--- config.mk ---
export PLATFORM = sky130hd
export DESIGN_NAME = dmem_arbiter
export DESIGN_NICKNAME = d
export VERILOG_FILES = /design/src/rtl/dmem_pkg.sv /design/src/rtl/rr_arb2.sv /design/src/rtl/dmem_arbiter.sv
export SDC_FILE = /design/constraint.sdc
export NUM_CORES = 1
export LEC_CHECK = 0
export BUFFER_PORTS_ARGS = -buffer_cell sky130_fd_sc_hd__buf_2
export CORE_MARGIN = 3
export CORE_UTILIZATION = 49
export DETAILED_ROUTE_END_ITERATION = 10
export PLACE_DENSITY = 0.95
export REMOVE_ABC_BUFFERS = 1
export SYNTH_ARGS = -nofsm -noshare
export SYNTH_HDL_FRONTEND = slang
export SYNTH_SLANG_ARGS = --single-unit
--- constraint.sdc ---
create_clock -name clk -period 5.45 [get_ports clk]
set_input_delay 0.8175 -clock clk [delete_from_list [all_inputs] [get_ports clk]]
set_output_delay 0.8175 -clock clk [all_outputs]
set_load 0.02 [all_outputs]
--- src/rtl/dmem_pkg.sv ---
// Shared types and constants for the data-memory arbiter.
//   state_e            : arbiter FSM states
//   F3_*               : RV32I load/store func3 encodings
//   MEM_BYTES_DEFAULT  : default data-memory depth in bytes
//   access_size()      : bytes touched by a func3 (1, 2 or 4)
package dmem_pkg;

  typedef enum logic [1:0] {
    IDLE   = 2'd0,
    ACCESS = 2'd1,
    RESP   = 2'd2
  } state_e;

  localparam logic [2:0] F3_B  = 3'b000;
  localparam logic [2:0] F3_H  = 3'b001;
  localparam logic [2:0] F3_W  = 3'b010;
  localparam logic [2:0] F3_BU = 3'b100;
  localparam logic [2:0] F3_HU = 3'b101;

  localparam int unsigned MEM_BYTES_DEFAULT = 41;

  // Size comes from func3[1:0]; signedness bit [2] does not affect width.
  function automatic logic [2:0] access_size(input logic [2:0] f3);
    case (f3[1:0])
      2'b00:   access_size = 3'd1;
      2'b01:   access_size = 3'd2;
      default: access_size = 3'd4;
    endcase
  endfunction

endpackage

--- src/rtl/rr_arb2.sv ---
// Two-way round-robin arbiter.
//   clk, rst : clock, synchronous active-high reset (pointer -> port 0)
//   en_i     : grant allowed this cycle; pointer only advances on a grant
//   req_i    : per-port request
//   gnt_o    : one-hot grant (combinational), zero when en_i is low
module rr_arb2 (
  input  logic       clk,
  input  logic       rst,
  input  logic       en_i,
  input  logic [1:0] req_i,
  output logic [1:0] gnt_o
);

  // ptr_q names the port that wins a tie.
  logic ptr_q, ptr_d;

  always_comb begin
    gnt_o = 2'b00;
    if (en_i) begin
      unique case (req_i)
        2'b01:   gnt_o = 2'b01;
        2'b10:   gnt_o = 2'b10;
        2'b11:   gnt_o = ptr_q ? 2'b10 : 2'b01;
        default: gnt_o = 2'b00;
      endcase
    end
    // Pointer always moves to the port that did not win.
    ptr_d = ptr_q;
    if (gnt_o[0]) begin
      ptr_d = 1'b1;
    end else if (gnt_o[1]) begin
      ptr_d = 1'b0;
    end
  end

  always_ff @(posedge clk) begin
    if (rst) begin
      ptr_q <= 1'b0;
    end else begin
      ptr_q <= ptr_d;
    end
  end

endmodule

--- src/rtl/dmem_arbiter.sv ---
// Arbitrates two requesters (0 = core LSU, 1 = loader/debug) onto a single
// data-memory port. Each access runs IDLE -> ACCESS -> RESP -> IDLE.
//   clk, rst      : clock, synchronous active-high reset
//   req_valid/ready/we/addr/func3/wdata : per-port request (port 1 in upper half)
//   rsp_valid     : one-cycle response pulse to the owning port
//   rsp_rdata/err : shared response data / access-fault flag, held until next RESP
//   mem_*         : data-memory interface; mem_loadVal is combinational read data
module dmem_arbiter
  import dmem_pkg::*;
#(
  parameter int unsigned MEM_BYTES = MEM_BYTES_DEFAULT
) (
  input  logic        clk,
  input  logic        rst,
  input  logic [1:0]  req_valid,
  output logic [1:0]  req_ready,
  input  logic [1:0]  req_we,
  input  logic [63:0] req_addr,
  input  logic [5:0]  req_func3,
  input  logic [63:0] req_wdata,
  output logic [1:0]  rsp_valid,
  output logic [31:0] rsp_rdata,
  output logic        rsp_err,
  output logic        mem_writeEn,
  output logic [31:0] mem_addr,
  output logic [2:0]  mem_func3,
  output logic [31:0] mem_storeVal,
  input  logic [31:0] mem_loadVal
);

  state_e      state_q;
  logic        owner_q;
  logic        we_q;
  logic [31:0] addr_q;
  logic [2:0]  func3_q;
  logic [31:0] wdata_q;
  logic [1:0]  rsp_valid_q;
  logic [31:0] rsp_rdata_q;
  logic        rsp_err_q;

  logic [1:0]  gnt;
  logic        grant_en;
  logic        sel;

  // Grants only in IDLE and never while reset is asserted.
  assign grant_en = (state_q == IDLE) && !rst;
  assign sel      = gnt[1];

  rr_arb2 u_rr_arb2 (
    .clk   (clk),
    .rst   (rst),
    .en_i  (grant_en),
    .req_i (req_valid),
    .gnt_o (gnt)
  );

  assign req_ready = gnt;

  // Legality of the captured request.
  logic [2:0]  size;
  logic [32:0] end_addr;
  logic        f3_ok, align_ok, range_ok, legal;

  always_comb begin
    size = access_size(func3_q);
    if (we_q) begin
      f3_ok = func3_q inside {F3_B, F3_H, F3_W};
    end else begin
      f3_ok = func3_q inside {F3_B, F3_H, F3_W, F3_BU, F3_HU};
    end
    case (func3_q[1:0])
      2'b01:   align_ok = ~addr_q[0];
      2'b10:   align_ok = (addr_q[1:0] == 2'b00);
      default: align_ok = 1'b1;
    endcase
    // 33 bits so that an address near 2^32 cannot wrap back into range.
    end_addr = {1'b0, addr_q} + {30'd0, size};
    range_ok = (end_addr <= 33'(MEM_BYTES));
    legal    = f3_ok && align_ok && range_ok;
  end

  always_ff @(posedge clk) begin
    if (rst) begin
      state_q     <= IDLE;
      owner_q     <= 1'b0;
      we_q        <= 1'b0;
      addr_q      <= '0;
      func3_q     <= '0;
      wdata_q     <= '0;
      rsp_valid_q <= 2'b00;
      rsp_rdata_q <= '0;
      rsp_err_q   <= 1'b0;
    end else begin
      rsp_valid_q <= 2'b00;
      unique case (state_q)
        IDLE: begin
          if (|gnt) begin
            owner_q <= sel;
            we_q    <= sel ? req_we[1]         : req_we[0];
            addr_q  <= sel ? req_addr[63:32]   : req_addr[31:0];
            func3_q <= sel ? req_func3[5:3]    : req_func3[2:0];
            wdata_q <= sel ? req_wdata[63:32]  : req_wdata[31:0];
            state_q <= ACCESS;
          end
        end
        ACCESS: begin
          rsp_valid_q <= owner_q ? 2'b10 : 2'b01;
          if (!legal) begin
            rsp_rdata_q <= '0;
            rsp_err_q   <= 1'b1;
          end else if (we_q) begin
            rsp_rdata_q <= '0;
            rsp_err_q   <= 1'b0;
          end else begin
            rsp_rdata_q <= mem_loadVal;
            rsp_err_q   <= 1'b0;
          end
          state_q <= RESP;
        end
        RESP: begin
          state_q <= IDLE;
        end
        default: begin
          state_q <= IDLE;
        end
      endcase
    end
  end

  // Write strobe is qualified by !rst so a reset landing on ACCESS suppresses the store.
  assign mem_writeEn  = (state_q == ACCESS) && we_q && legal && !rst;
  assign mem_addr     = addr_q;
  assign mem_func3    = func3_q;
  assign mem_storeVal = wdata_q;

  assign rsp_valid = rsp_valid_q & {2{~rst}};
  assign rsp_rdata = rsp_rdata_q;
  assign rsp_err   = rsp_err_q;

endmodule
### Word level (Yosys, flattened, before mapping)

Index checks and enable logic that the tools add are counted.

* register bits: 107
* bits in latches: 0
* bits in writable memories: 0
* memory bits (read-only): 0
* bits of input ports: 172
* output and inout bits: 105
* word-level logic and storage cells: 62
* memories kept: 0

* $add $sub $neg: 1
* multiply operators: 0
* div/mod/pow operators: 0
* magnitude comparators: 1
* equality and inequality tests: 11
* shifts and indexed selects: 0
* mux-type cells: 18
* bitwise operators: 4
* reductions and logical operators: 17

Operators by type and width (number)
* 2-to-1 mux 32 bit: 4
* adder 32 x 3 -> 33 bit: 1
* <= comparator 33 x 6 -> 1 bit, second input constant: 1
* 2-to-1 mux 2 bit: 4
* equality test 2 x 1 -> 1 bit, second input constant: 3
* equality test 2 bit, second input constant: 3
* equality test 3 bit, second input constant: 2
* logical AND 1 bit: 6
* logical NOT 2 bit: 3
* one-hot mux 2 bit (3 select lines): 1
* one-hot mux 3 bit (2 select lines): 1
* 2-to-1 mux 1 bit: 5
* nonzero test 5 bit: 1
* one-hot mux 2 bit (2 select lines): 1
* OR reduction 2 bit: 2
* equality test 3 x 1 -> 1 bit, second input constant: 1
* equality test 3 x 2 -> 1 bit, second input constant: 1
* logical NOT 3 bit: 1
* 2-to-1 mux 3 bit: 1
* inverter 1 bit: 3
* nonzero test 3 bit: 1
* AND 2 bit: 1
* != test 2 x 1 -> 1 bit, second input constant: 1
* one-hot mux 1 bit (2 select lines): 1
* other kinds (3): 3

### Longest topological paths before layout

* depth after elaboration: 7
* mapped depth: 14
* mapped depth without buffers: 12

### Hierarchy

A second synthesis with hierarchy kept.

* cells, all modules: 615
* area total of the unflattened synthesis: 5431.5 sq um

By module, submodules not included
* dmem_arbiter: instances 1, cells each 606, area each 5368.9 sq um, seq. area each 2122.0 sq um
* rr_arb2: instances 1, cells each 9, area each 62.6 sq um, seq. area each 20.0 sq um

### Least setup slack after synthesis

OpenSTA, ideal clock, no wires.

* kind: reg-to-output
* from: reg func3_q[0] (netlist: mem_func3[0])
* to: out mem_writeEn
* data arrival time: 3851 ps
* required time: 4633 ps
* slack: 782 ps
* stages on the path, launching flop included: 13
* path buffers: 0
* cells stage by stage: dfxtp_1 -> inv_1 -> ha_1 -> ha_1 -> inv_1 -> fa_1 -> and2b_2 -> nor2_1 -> o311ai_1 -> or4_1 -> or4b_1 -> or3_1 -> nor4_1

* word-level cells in the longest chain between the ends: 7
* elaborated cells between the ends (all ways): 19
* classes of those cells: 1 x add/sub; 1 x order compare; 6 x eq/ne; 3 x mux; 8 x reduce/logical

Ends and longest elaborated chain
* start, declared: line dmem_arbiter.sv:35 `logic [2:0] func3_q;`
* start signal, assigned: line dmem_arbiter.sv:101 `func3_q <= sel ? req_func3[5:3] : req_func3[2:0];`
* equality test 2 x 1 -> 1 bit, or another cell as far along: line dmem_pkg.sv:24, dmem_arbiter.sv:71
* one-hot mux 3 bit (2 select lines), or another cell as far along: line dmem_pkg.sv:24 `case (f3[1:0])`
* adder 32 x 3 -> 33 bit or 2-to-1 mux 1 bit (tied branches): line dmem_arbiter.sv:77, dmem_arbiter.sv:66
* <= comparator 33 x 6 -> 1 bit or logical AND 1 bit (tied branches): line dmem_arbiter.sv:78, dmem_arbiter.sv:79
* logical AND 1 bit (*): line dmem_arbiter.sv:79 `legal = f3_ok && align_ok && range_ok;`
* logical AND 1 bit (*) (2 in series): line dmem_arbiter.sv:131 `assign mem_writeEn = (state_q == ACCESS) && we_q && legal && !rst;`
* end, declared: line dmem_arbiter.sv:24 `output logic mem_writeEn,`

Mark *: on every way between the ends. The rest lies on a longest branch, timed or not.

### Worst setup path in the final report

Same ends and word-level chain as after synthesis.

==> summary.md <==
| Metric | Value |
|---|---|
| Status | complete, no violations |
| EDFF count, synth | 0 |
| Die H | 110 um |
| FF-to-FF path depth | 12 |
| WL per Instance | 15.7 um |
| # Max-Cap Violations | 0 |
| CTS tree | built |
| Async set-or-reset flop fraction in the synthesized netlist | 0% |
| Req. time, crit path | 4.63 ns |
| Post-route minimum period | 5.01 ns |
| Routed vias | 5975 |
| Number of global-route vias before repair | 5328 |
| Drt first pass iters | 5 |
| Max_slew headroom | 47.1% |
| WHS Endpoint | rsp_rdata[4]$_SDFFE_PP0N_ |
| Via density | 5.47 |
| Root buf cell | clkbuf_8 |
| Share of post-route cells with drive strength above 1 | 33.0% |
| Post-synth cell types | 63 |
| Post-detail-place hpwl | 12800 um |
| Slew Viols, Final | 0 |
| Final setup vio count | 0 |
| Post-synth top area share | 40.2% |
| RSZ-0062 raised after global routing | false |
| Fmax | 199 MHz |
| Min-Delay Path Depth | 2 |
| Max clock buf depth | 2 |
| HP Start | rsp_rdata[4]$_SDFFE_PP0N_ |
| Worst VDD drop | 0.190 mV |
| Diode count | 0 |
| Crit Path Class | reg2out |
| FF+latch count, synth | 107 |
| I/O pin cnt | 277 |
| Pwr/cell area | 266 nW/um^2 |
| Slew @ Worst Pin | 0.789 ns |
| YS warnings | 0 |
| Layout Area Growth over Synthesis | 30.6% |
| Startpoint types | register |
| Number of H-tree levels | 3 |
| Setup TNS | 0 ns |
| Global Route Usage Sum | 26.6% |
| Worst-path clk slew | 0.10 ns |
| Drt total wl | 17200 um |
| Leak Pwr | 0.00330 uW |
| Largest net degree at the start of global routing | 76 |
| Setup repair bufs after CTS | 0 |
| Final period util | 92.0% |
| Sequential-to-total area share from yosys stat | 40.2% |
| DRC viols | 0 |
| Cells taking the most area after synthesis | dfxtp_1, nand2_1, a311oi_1 |
| PortBufs | 276 |
| Synth cell count leaders | nand2_1, dfxtp_1, nor2_1 |
| Syn_area_per_cell | 7.56 um^2 |
| Die X | 110 um |
| Initial DRC count | 328 |
| Worst-Skew Late Latency | 0.37 ns |
| Netlist Area Pre-Place | 5330 um^2 |
| Max incr delay on CP | 0.64 ns |
| Post-route ant nets | 0 |
| CP max FO | 11 |
| Worst setup EP type | output pin |
| Initial antenna violation count | 0 |
| Arr. time, crit path | 4.20 ns |
| Worst r2r src | mem_func3[0]$_SDFFE_PP0P_ |
| Congestion Overflow GR | 0 |
| Placer congestion estimate | 0.901 |
| Fin nets | 1133 |
| Ys flop type | dfxtp_1 |
| Final Util | 66.5% |
| CORE AREA | 10500 um^2 |
| Hold Crit Class | reg2reg |
| R2R Path End | rsp_err$_SDFFE_PP0N_ |
| Row count | 37 |
| Fin. Hold Viols | 0 |
| Die area | 12200 um^2 |
| CTS Buf Count | 9 |
| Initial core utilization | 50.9% |
| Cells after Synth | 705 |
| Most common cell in the netlist | nand2_1 |
| Worst path slowest cell | o211ai_1 |
| Hold buffer count at CTS | 0 |
| First-pass GRT wire length | 25800 um |
| Crit path cell chain | inv_1 > ha_1 > ha_1 > inv_1 > fa_1 > and2b_2 > o211ai_1 > mux2i_1 > nor4bb_1 > nand2_1 > or3_1 > nor4_1 > buf_2 |
| Post-CTS sizing | 0 |
| R2R Setup Slk | 1.68 ns |
| Num Clock Sinks | 107 |
| Area leader, netlist | dfxtp_1 |
| Clk_skew | 0.0152 ns |
through the flow:
stage	instances	power, uW	instance area (um^2)	hold WS (ns)	worst slack, ns
global route	1093	1940	6960	0.490	0.228
global placement	1077	1350	6760	0.426	0.973
finish	1093	1850	6960	0.453	0.437
detailed placement	1077	1360	6760	0.437	0.885
floorplan	658	1170	5130	0.407	0.423
CTS	1093	1860	6960	0.454	0.462
per-layer routing:
layer	up-vias	track usage, %	wire, um
met5	-	0	0
met1	2732	32.8	6780
met4	0	9.50	414
met3	36	5.82	1280
li1	2949	-	-
met2	258	45.5	8680
worst max path at each step:
| stage | depth (start not counted) | to | slack (ns) | startpoint |
|---|---|---|---|---|
| floorplan | 3 | req_ready[1] | 0.42 | rst |
| global placement | 13 | mem_writeEn | 0.97 | mem_func3[0]$_SDFFE_PP0P_ |
| detailed placement | 13 | mem_writeEn | 0.89 | mem_func3[0]$_SDFFE_PP0P_ |
| CTS | 13 | mem_writeEn | 0.46 | mem_func3[0]$_SDFFE_PP0P_ |
| global route | 13 | mem_writeEn | 0.23 | mem_func3[0]$_SDFFE_PP0P_ |
| finish | 13 | mem_writeEn | 0.44 | mem_func3[0]$_SDFFE_PP0P_ |
critical path: cells and delay by family, from the launching register on:
family          cells  cell delay (ns)
fa+ha+maj           3             0.66
mux                 1             0.20
simple gates        5             1.51
buf+inv             3             0.42
compound gates      1             0.64
flops               1             0.42
cell type report:
type / count / area, um^2
Fill cell: 922 / 3510
Multi-Input combinational cell: 504 / 2830
Sequential cell: 107 / 2140
Timing Repair Buffer: 283 / 1430
Inverter: 47 / 176
Tap cell: 136 / 170
Clock buffer: 10 / 128
Clock inverter: 6 / 72.6
placed cells by master (no fill, tap or decap), types with 2 or more instances in the layout:
cell,instances
nor2_1,80
xor2_1,5
nand2_1,181
nand4_1,11
and3_1,4
nor4bb_1,2
inv_2,2
o31ai_1,4
ha_1,8
buf_4,7
nor3_1,8
or4_1,2
o211a_1,2
nand2b_1,3
nand4_2,2
o21ai_0,33
a31oi_1,3
nor2b_1,3
or3_1,3
buf_2,276
o2111ai_1,2
nor4_1,9
inv_1,45
xnor2_1,4
a21oi_1,4
or2_2,2
dfxtp_1,107
and2_1,4
and4_1,3
clkinv_4,2
nand3_1,11
clkbuf_8,9
a311oi_1,70
o21ai_1,8
nand3b_1,3
flip-flops by register name, summed over array words and instances (netlist names):
name             count
mem_addr            32
we_q                 1
rsp_rdata           32
owner_q              1
mem_storeVal        32
rsp_valid_q          2
u_rr_arb2.ptr_q      1
state_q              2
rsp_err              1
mem_func3            3
cells by family (layout without fill, tap and decap cells):
| logic type | count (synthesis) | count (layout) | share of synthesized area (%) |
|---|---|---|---|
| xor gates and xnor gates | 9 | 9 | 1.48 |
| muxes | 2 | 2 | 0.399 |
| buffers and inverters | 94 | 346 | 6.95 |
| and+or+nand+nor | 342 | 342 | 28.6 |
| AOI/OAI and AO/OA | 141 | 141 | 19.9 |
| adders and majority gates | 10 | 10 | 2.44 |
| DFF | 107 | 107 | 40.2 |
where the power goes:
group | switching, uW | leakage (uW) | internal [uW] | total [uW]
Sequential | 74.3 | 0.000874 | 841 | 916
Combinational | 261 | 0.00233 | 173 | 434
Clock | 281 | 0.000103 | 219 | 500
No activity file was read; power rests on OpenSTA's default activity.
